**config.mk**
```make
export PLATFORM = sky130hd
export DESIGN_NAME = mul_seq
export DESIGN_NICKNAME = d
export VERILOG_FILES = /design/src/rtl/mul_seq.sv
export SDC_FILE = /design/constraint.sdc
export NUM_CORES = 1
export LEC_CHECK = 0
export BUFFER_PORTS_ARGS = -buffer_cell sky130_fd_sc_hd__buf_2
export CELL_PAD_IN_SITES_DETAIL_PLACEMENT = 1
export CELL_PAD_IN_SITES_GLOBAL_PLACEMENT = 1
export CORE_MARGIN = 4
export CORE_UTILIZATION = 37
export DETAILED_ROUTE_END_ITERATION = 7
export PLACE_DENSITY = 0.79
export RECOVER_POWER = 50
export SYNTH_ARGS = -nofsm -noshare
export SYNTH_HDL_FRONTEND = slang
export SYNTH_SLANG_ARGS = --single-unit
```
**constraint.sdc**
```tcl
create_clock -name clk -period 1.6 [get_ports clk]
set_input_delay 0.08 -clock clk [delete_from_list [all_inputs] [get_ports clk]]
set_output_delay 0.08 -clock clk [all_outputs]
set_load 0.01 [all_outputs]
```
**src/rtl/mul_seq.sv**
```systemverilog
// Sequential shift-and-add unsigned multiplier: one conditional WIDTH-bit add per
// clock, full 2*WIDTH-bit product after WIDTH RUN cycles.
module mul_seq #(
  parameter int WIDTH = 6
) (
  input  logic                 clk,
  input  logic                 rst,
  input  logic                 start,
  input  logic [WIDTH-1:0]     a,
  input  logic [WIDTH-1:0]     b,
  output logic                 busy,
  output logic                 done,
  output logic [2*WIDTH-1:0]   product
);

  // state | meaning
  // IDLE  | waiting for start; product holds the last result
  // RUN   | one shift-and-add step per clock, WIDTH steps in total

  localparam int CW = $clog2(WIDTH + 1);
  localparam logic [CW-1:0] LAST = CW'(WIDTH - 1);

  typedef enum logic {IDLE, RUN} state_t;

  state_t             state;
  logic [WIDTH-1:0]   m;
  logic [2*WIDTH-1:0] p;
  logic [CW-1:0]      cnt;
  logic [WIDTH:0]     sum;

  // Carry-out is kept as the extra MSB so the shifted accumulator never truncates.
  always_comb begin
    sum = {1'b0, p[2*WIDTH-1:WIDTH]};
    if (p[0]) sum = {1'b0, p[2*WIDTH-1:WIDTH]} + {1'b0, m};
  end

  assign product = p;

  always_ff @(posedge clk or posedge rst) begin
    if (rst) begin
      state <= IDLE;
      busy  <= 1'b0;
      done  <= 1'b0;
      m     <= '0;
      p     <= '0;
      cnt   <= '0;
    end else begin
      done <= 1'b0;
      case (state)
        IDLE: begin
          if (start) begin
            m     <= a;
            p     <= {{WIDTH{1'b0}}, b};
            cnt   <= '0;
            state <= RUN;
            busy  <= 1'b1;
          end
        end
        RUN: begin
          p   <= {sum, p[WIDTH-1:1]};
          cnt <= cnt + 1'b1;
          if (cnt == LAST) begin
            state <= IDLE;
            busy  <= 1'b0;
            done  <= 1'b1;
          end
        end
        default: state <= IDLE;
      endcase
    end
  end

endmodule

```
# After elaboration in Yosys (flattened, before gate mapping)
# Index checks and enable logic that the tools add are counted.
[word_totals] register_bits=24 elab_cells=27 out_inout_bits=14
[op_classes] mux=13 n_reduce_logical=2 n_eq_ne=3 addsub=2 bitwise_logic=1
[ops] cell="$pmux W12 S2" count=1
[ops] cell="$mux W12" count=1
[ops] cell="$add A6 B6 Y7" count=1
[ops] cell="$mux W7" count=1
[ops] cell="$mux W1" count=6
[ops] cell="$pmux W3 S2" count=1
[ops] cell="$pmux W1 S2" count=2
[ops] cell="$reduce_and A2 Y1" count=2
[ops] cell="$add A3 B1 Y3 const B" count=1
[ops] cell="$eq A3 B3 Y1 const B" count=1
[ops] cell="$mux W3" count=1
[ops] cell="$ne A2 B1 Y1 const B" count=1
[ops] cell="$ne A2 B2 Y1 const B" count=1
[ops] cell="$not A1 Y1" count=1

# Logic depth before layout (Yosys ltp)
[depth] ltp_word=3 ltp_mapped=7

# Worst setup path after synthesis
# OpenSTA, ideal clock, no wires.
[synth_path] path_type="reg2reg" startpoint="register p[6] (netlist: product[6])" endpoint="register p[11] (netlist: product[11])" path_stages_with_launch=8 arrival_ns=1.646 setup_ns=0.122 synth_period_minus_slack_ns=1.767 required_time_ns=1.478 n_path_buf=0 path_slack_ns=-0.167 path_cell_list="dfrtp_1 > ha_1 > fa_1 > a21o_1 > a21oi_2 > o21bai_1 > a21oi_1 > o21ai_1"
[synth_between] elab_chain_cells=3
[synth_rtl] element="from (decl)" line_no="27" source="logic [2*WIDTH-1:0] p;"
[synth_rtl] element="from (signal assigned)" line_no="53" source="p <= {{WIDTH{1'b0}}, b};"
[synth_rtl] element="from (signal assigned)" line_no="60" source="p <= {sum, p[WIDTH-1:1]};"
[synth_rtl] element="$add A6 B6 Y7" line_no="34" source="if (p[0]) sum = {1'b0, p[2*WIDTH-1:WIDTH]} + {1'b0, m};"
[synth_rtl] element="$mux W7" line_no="34"
[synth_rtl] element="$pmux W12 S2" line_no="49" source="case (state)"
# Every way passes these cells.
# A chain may end at the register's enable or synchronous reset.

# Final worst setup path
[layout_path] startpoint="register m[0]" endpoint="register p[11] (netlist: product[11])"
[layout_between] elab_chain_cells=3
[layout_rtl] element="from (decl)" line_no="26" source="logic [WIDTH-1:0] m;"
[layout_rtl] element="from (signal assigned)" line_no="44" source="m <= '0;"
[layout_rtl] element="from (signal assigned)" line_no="52" source="m <= a;"
[layout_rtl] element="$add A6 B6 Y7" line_no="34"
[layout_rtl] element="$mux W7" line_no="34"
[layout_rtl] element="$pmux W12 S2" line_no="49"
# Every way passes these cells.

==> summary.md <==
| Metric | Value |
|---|---|
| Status | finished, violations left |
| Failing checks | setup timing |
| Antenna cells | 0 |
| Rows | 20 |
| Tcrit/Tclk final | 1.063 |
| Slew of the pin with the lowest slew margin | 0.6022 ns |
| Crit Path Category | register to register |
| Ports | 29 |
| Post-DP HPWL | 2168 um |
| FF+latch count, synth | 24 |
| Required time worst endpoint | 1.82 ns |
| Final setup viols | 3 |
| Worst hold-check path type | primary input to register |
| Synth unique cells | 27 |
| FF-to-FF path depth | 7 |
| Core Area | 0.003153 mm2 |
| RR Endpoint | product[11] |
| H-tree depth | 1 |
| Min-Delay Endpoint | product[2] |
| Clock Skew | 0.01100 ns |
| CTS root buffer | clkbuf_4 |
| Synth warn | 0 |
| Syn nets | 138 |
| First-pass DRT Iterations | 3 |
| Max Slew Vio Count | 0 |
| GR Util All Layers | 0.1546 |
| Initial DRC count | 16 |
| Worst slew margin | 0.5985 |
| Synthesized area per cell | 11.05 um2 |
| Area growth syn-to-layout | 29.99% |
| # Max-Cap Violations | 0 |
| F_max | 587.9 MHz |
| Slack of the critical path | -0.1009 ns |
| Die area | 0.004403 mm2 |
| WP data arrival | 1.92 ns |
| Post-Syn Area | 0.001260 mm2 |
| Sequential fraction of the synthesis area | 0.4767 |
| Vias | 1000 |
| Routed Antenna Nets | 0 |
| Average vias per placed instance | 4.950 |
| Worst vdd ir | 0.8269 mV |
| Worst skew pair latency | 0.32 ns |
| Synth Instances | 114 |
| Total Power | 0.003486 W |
| CTS tree | done |
| Power Density | 2129 mW/mm2 |
| DRC | 0 |
| R2r setup slk | -0.10 ns |
| IO buf count | 28 |
| Hold_sp | b[2] |
| Layout Cells excl Fill | 202 |
| Placed Cells | 188 |
| Global route overflow | 0 |
| Hold depth | 3 |
| Clock edge transition at the registers on the reported setup and hold paths | 0.14 ns |
| NumNets Final | 183 |
| Die W | 66.36 um |
| Initial antenna violation count | 0 |
| Critical Path Start Type | register |
| Worst setup EP type | register |
| Worst-case clock buffer depth | 2 |
| Die span in y | 66.36 um |
| CP startpoint | m[0] |
| Largest cells by area after synthesis | dfrtp_1, ha_1, mux2_2, mux2i_1, o21ai_0 |
| RSZ-0062 raised after global routing | true |
| Drt wl/cell | 15.01 um |
| Vias in the first global route | 1114 |
| Fin. Hold Viols | 0 |
| Final WL | 3033 um |
| Layout cells sized above 1 | 0.3418 |
| Gp weighted congestion | 0.7514 |
| Tmin final | 1.701 ns |
| Largest area contributor in the synthesized netlist | dfrtp_1 |
| Highest fanout seen on the critical path | 2 |
| Leak | 0.7990 nW |
| Core Util, Final | 0.5194 |
| Synth top area share | 0.4767 |
| Largest net degree at the start of global routing | 25 |
| Cts bufs inserted | 3 |
| Initial core utilization | 0.3996 |
| First-pass GRT wire length | 5085 um |
| Num Clock Sinks | 24 |
| Reg2reg start | m[0] |
## cells in the mapped netlist
cell,count
a211oi_1,2
a21o_1,2
a21oi_1,6
a21oi_2,2
a22o_1,1
and3_1,1
buf_2,3
buf_4,2
dfrtp_1,24
fa_1,1
ha_1,8
inv_1,4
mux2_2,8
mux2i_1,7
nand2_1,9
nand2b_1,3
nor2_1,5
nor2_4,1
nor2b_1,2
nor3b_1,2
o211ai_1,1
o21ai_0,8
o21ai_1,5
o21bai_1,1
o31ai_1,1
xnor2_1,3
xor2_1,2
## sequential cells by signal, summed over array words and instances (netlist names)
signal   count
state        1
cnt          3
done         1
busy         1
product     12
m            6
## layout by cell type (no fill, tap or decap)
cell / instances
a21oi_2: 2
nand2b_1: 3
nor2b_1: 2
mux2i_1: 7
dfrtp_1: 24
o21ai_0: 7
a211oi_2: 1
nor2_1: 5
and3_1: 1
clkbuf_4: 3
o31ai_1: 1
buf_6: 1
buf_4: 8
xnor2_1: 2
o21ai_1: 6
o211ai_1: 1
a211oi_1: 1
nand2_1: 9
a21oi_1: 6
ha_2: 1
a22o_1: 1
a21o_1: 2
buf_2: 25
bufinv_16: 1
ha_1: 7
dlygate4sd3_1: 7
nor2_4: 1
inv_1: 4
o21bai_1: 1
clkbuf_1: 3
nor3b_1: 2
xnor2_2: 1
xor2_1: 2
clkbuf_2: 1
mux2_2: 8
fa_2: 1
## per-layer routing
layer  up-vias  track usage  wire length (um)
met5         -            0                 0
met4         0      0.07107                54
met3         5      0.02891                82
met2        16       0.2788              1627
met1       493       0.1734              1269
li1        486            -                 -
## power breakdown
| part | internal (W) | switching (W) |
|---|---|---|
| clock network | 0.000254 | 0.000185 |
| registers | 0.000904 | 0.000262 |
| logic | 0.000967 | 0.000915 |
## worst max-delay path: stages, from the launching register on
cell	delay [ns]
dfrtp_1	0.41
ha_2	0.20
fa_2	0.35
a21o_1	0.18
a21oi_2	0.17
o21bai_1	0.10
a21oi_1	0.13
o21ai_1	0.07
## repair_timing
item / 4_1_cts / 5_1_grt
pin swaps: 5 / 2
gates cloned: 0 / 0
hold endpoints to repair: 30 / 0
setup buffers: 2 / 1
resized for setup: 2 / 2
setup endpoints to repair: 3 / 6
hold buffers: 7 / 0
## layout make-up
cell class	instances	area (um2)
fill	366	1515
inverter	4	15.01
timing repair buffer	45	282.8
multi-input combinational	81	631.9
sequential	24	600.6
tap	44	55.05
clock inverter	1	30.03
clock buffer	3	22.52
## through the flow
| step | setup WS, ns | TNS (ns) | hold WS (ns) | cell area (um2) |
|---|---|---|---|---|
| floorplan | -0.05176 | -0.05176 | 0.09462 | 1265 |
| global placement | -0.02942 | -0.02942 | 0.1380 | 1483 |
| detailed placement | -0.09177 | -0.1474 | 0.1459 | 1483 |
| CTS | -0.1112 | -0.1633 | 0.02104 | 1625 |
| global route | -0.2194 | -0.6942 | 0.04452 | 1638 |
| finish | -0.1009 | -0.2375 | 0.03300 | 1638 |
## how the worst max path moves through the flow
stage	endpoint	slack (ns)	depth (start not counted)
3_3_place_gp	product[11]	-0.03	7
4_1_cts	product[11]	-0.11	7
2_1_floorplan	product[11]	-0.05	7
5_1_grt	product[7]	-0.22	8
3_5_place_dp	product[11]	-0.09	7
6_report	product[11]	-0.10	7
## kinds of logic (layout without fill, tap and decap cells)
logic type	Yosys count	count (layout)	synth area share
flops	24	24	0.4767
simple gates	23	23	0.09235
buf+inv	9	53	0.03574
fa+ha+maj	9	9	0.09534
compound gates	29	29	0.1380
mux	15	15	0.1271
xor+xnor	5	5	0.03476
Note: power is estimated with default switching activity, not from simulation.
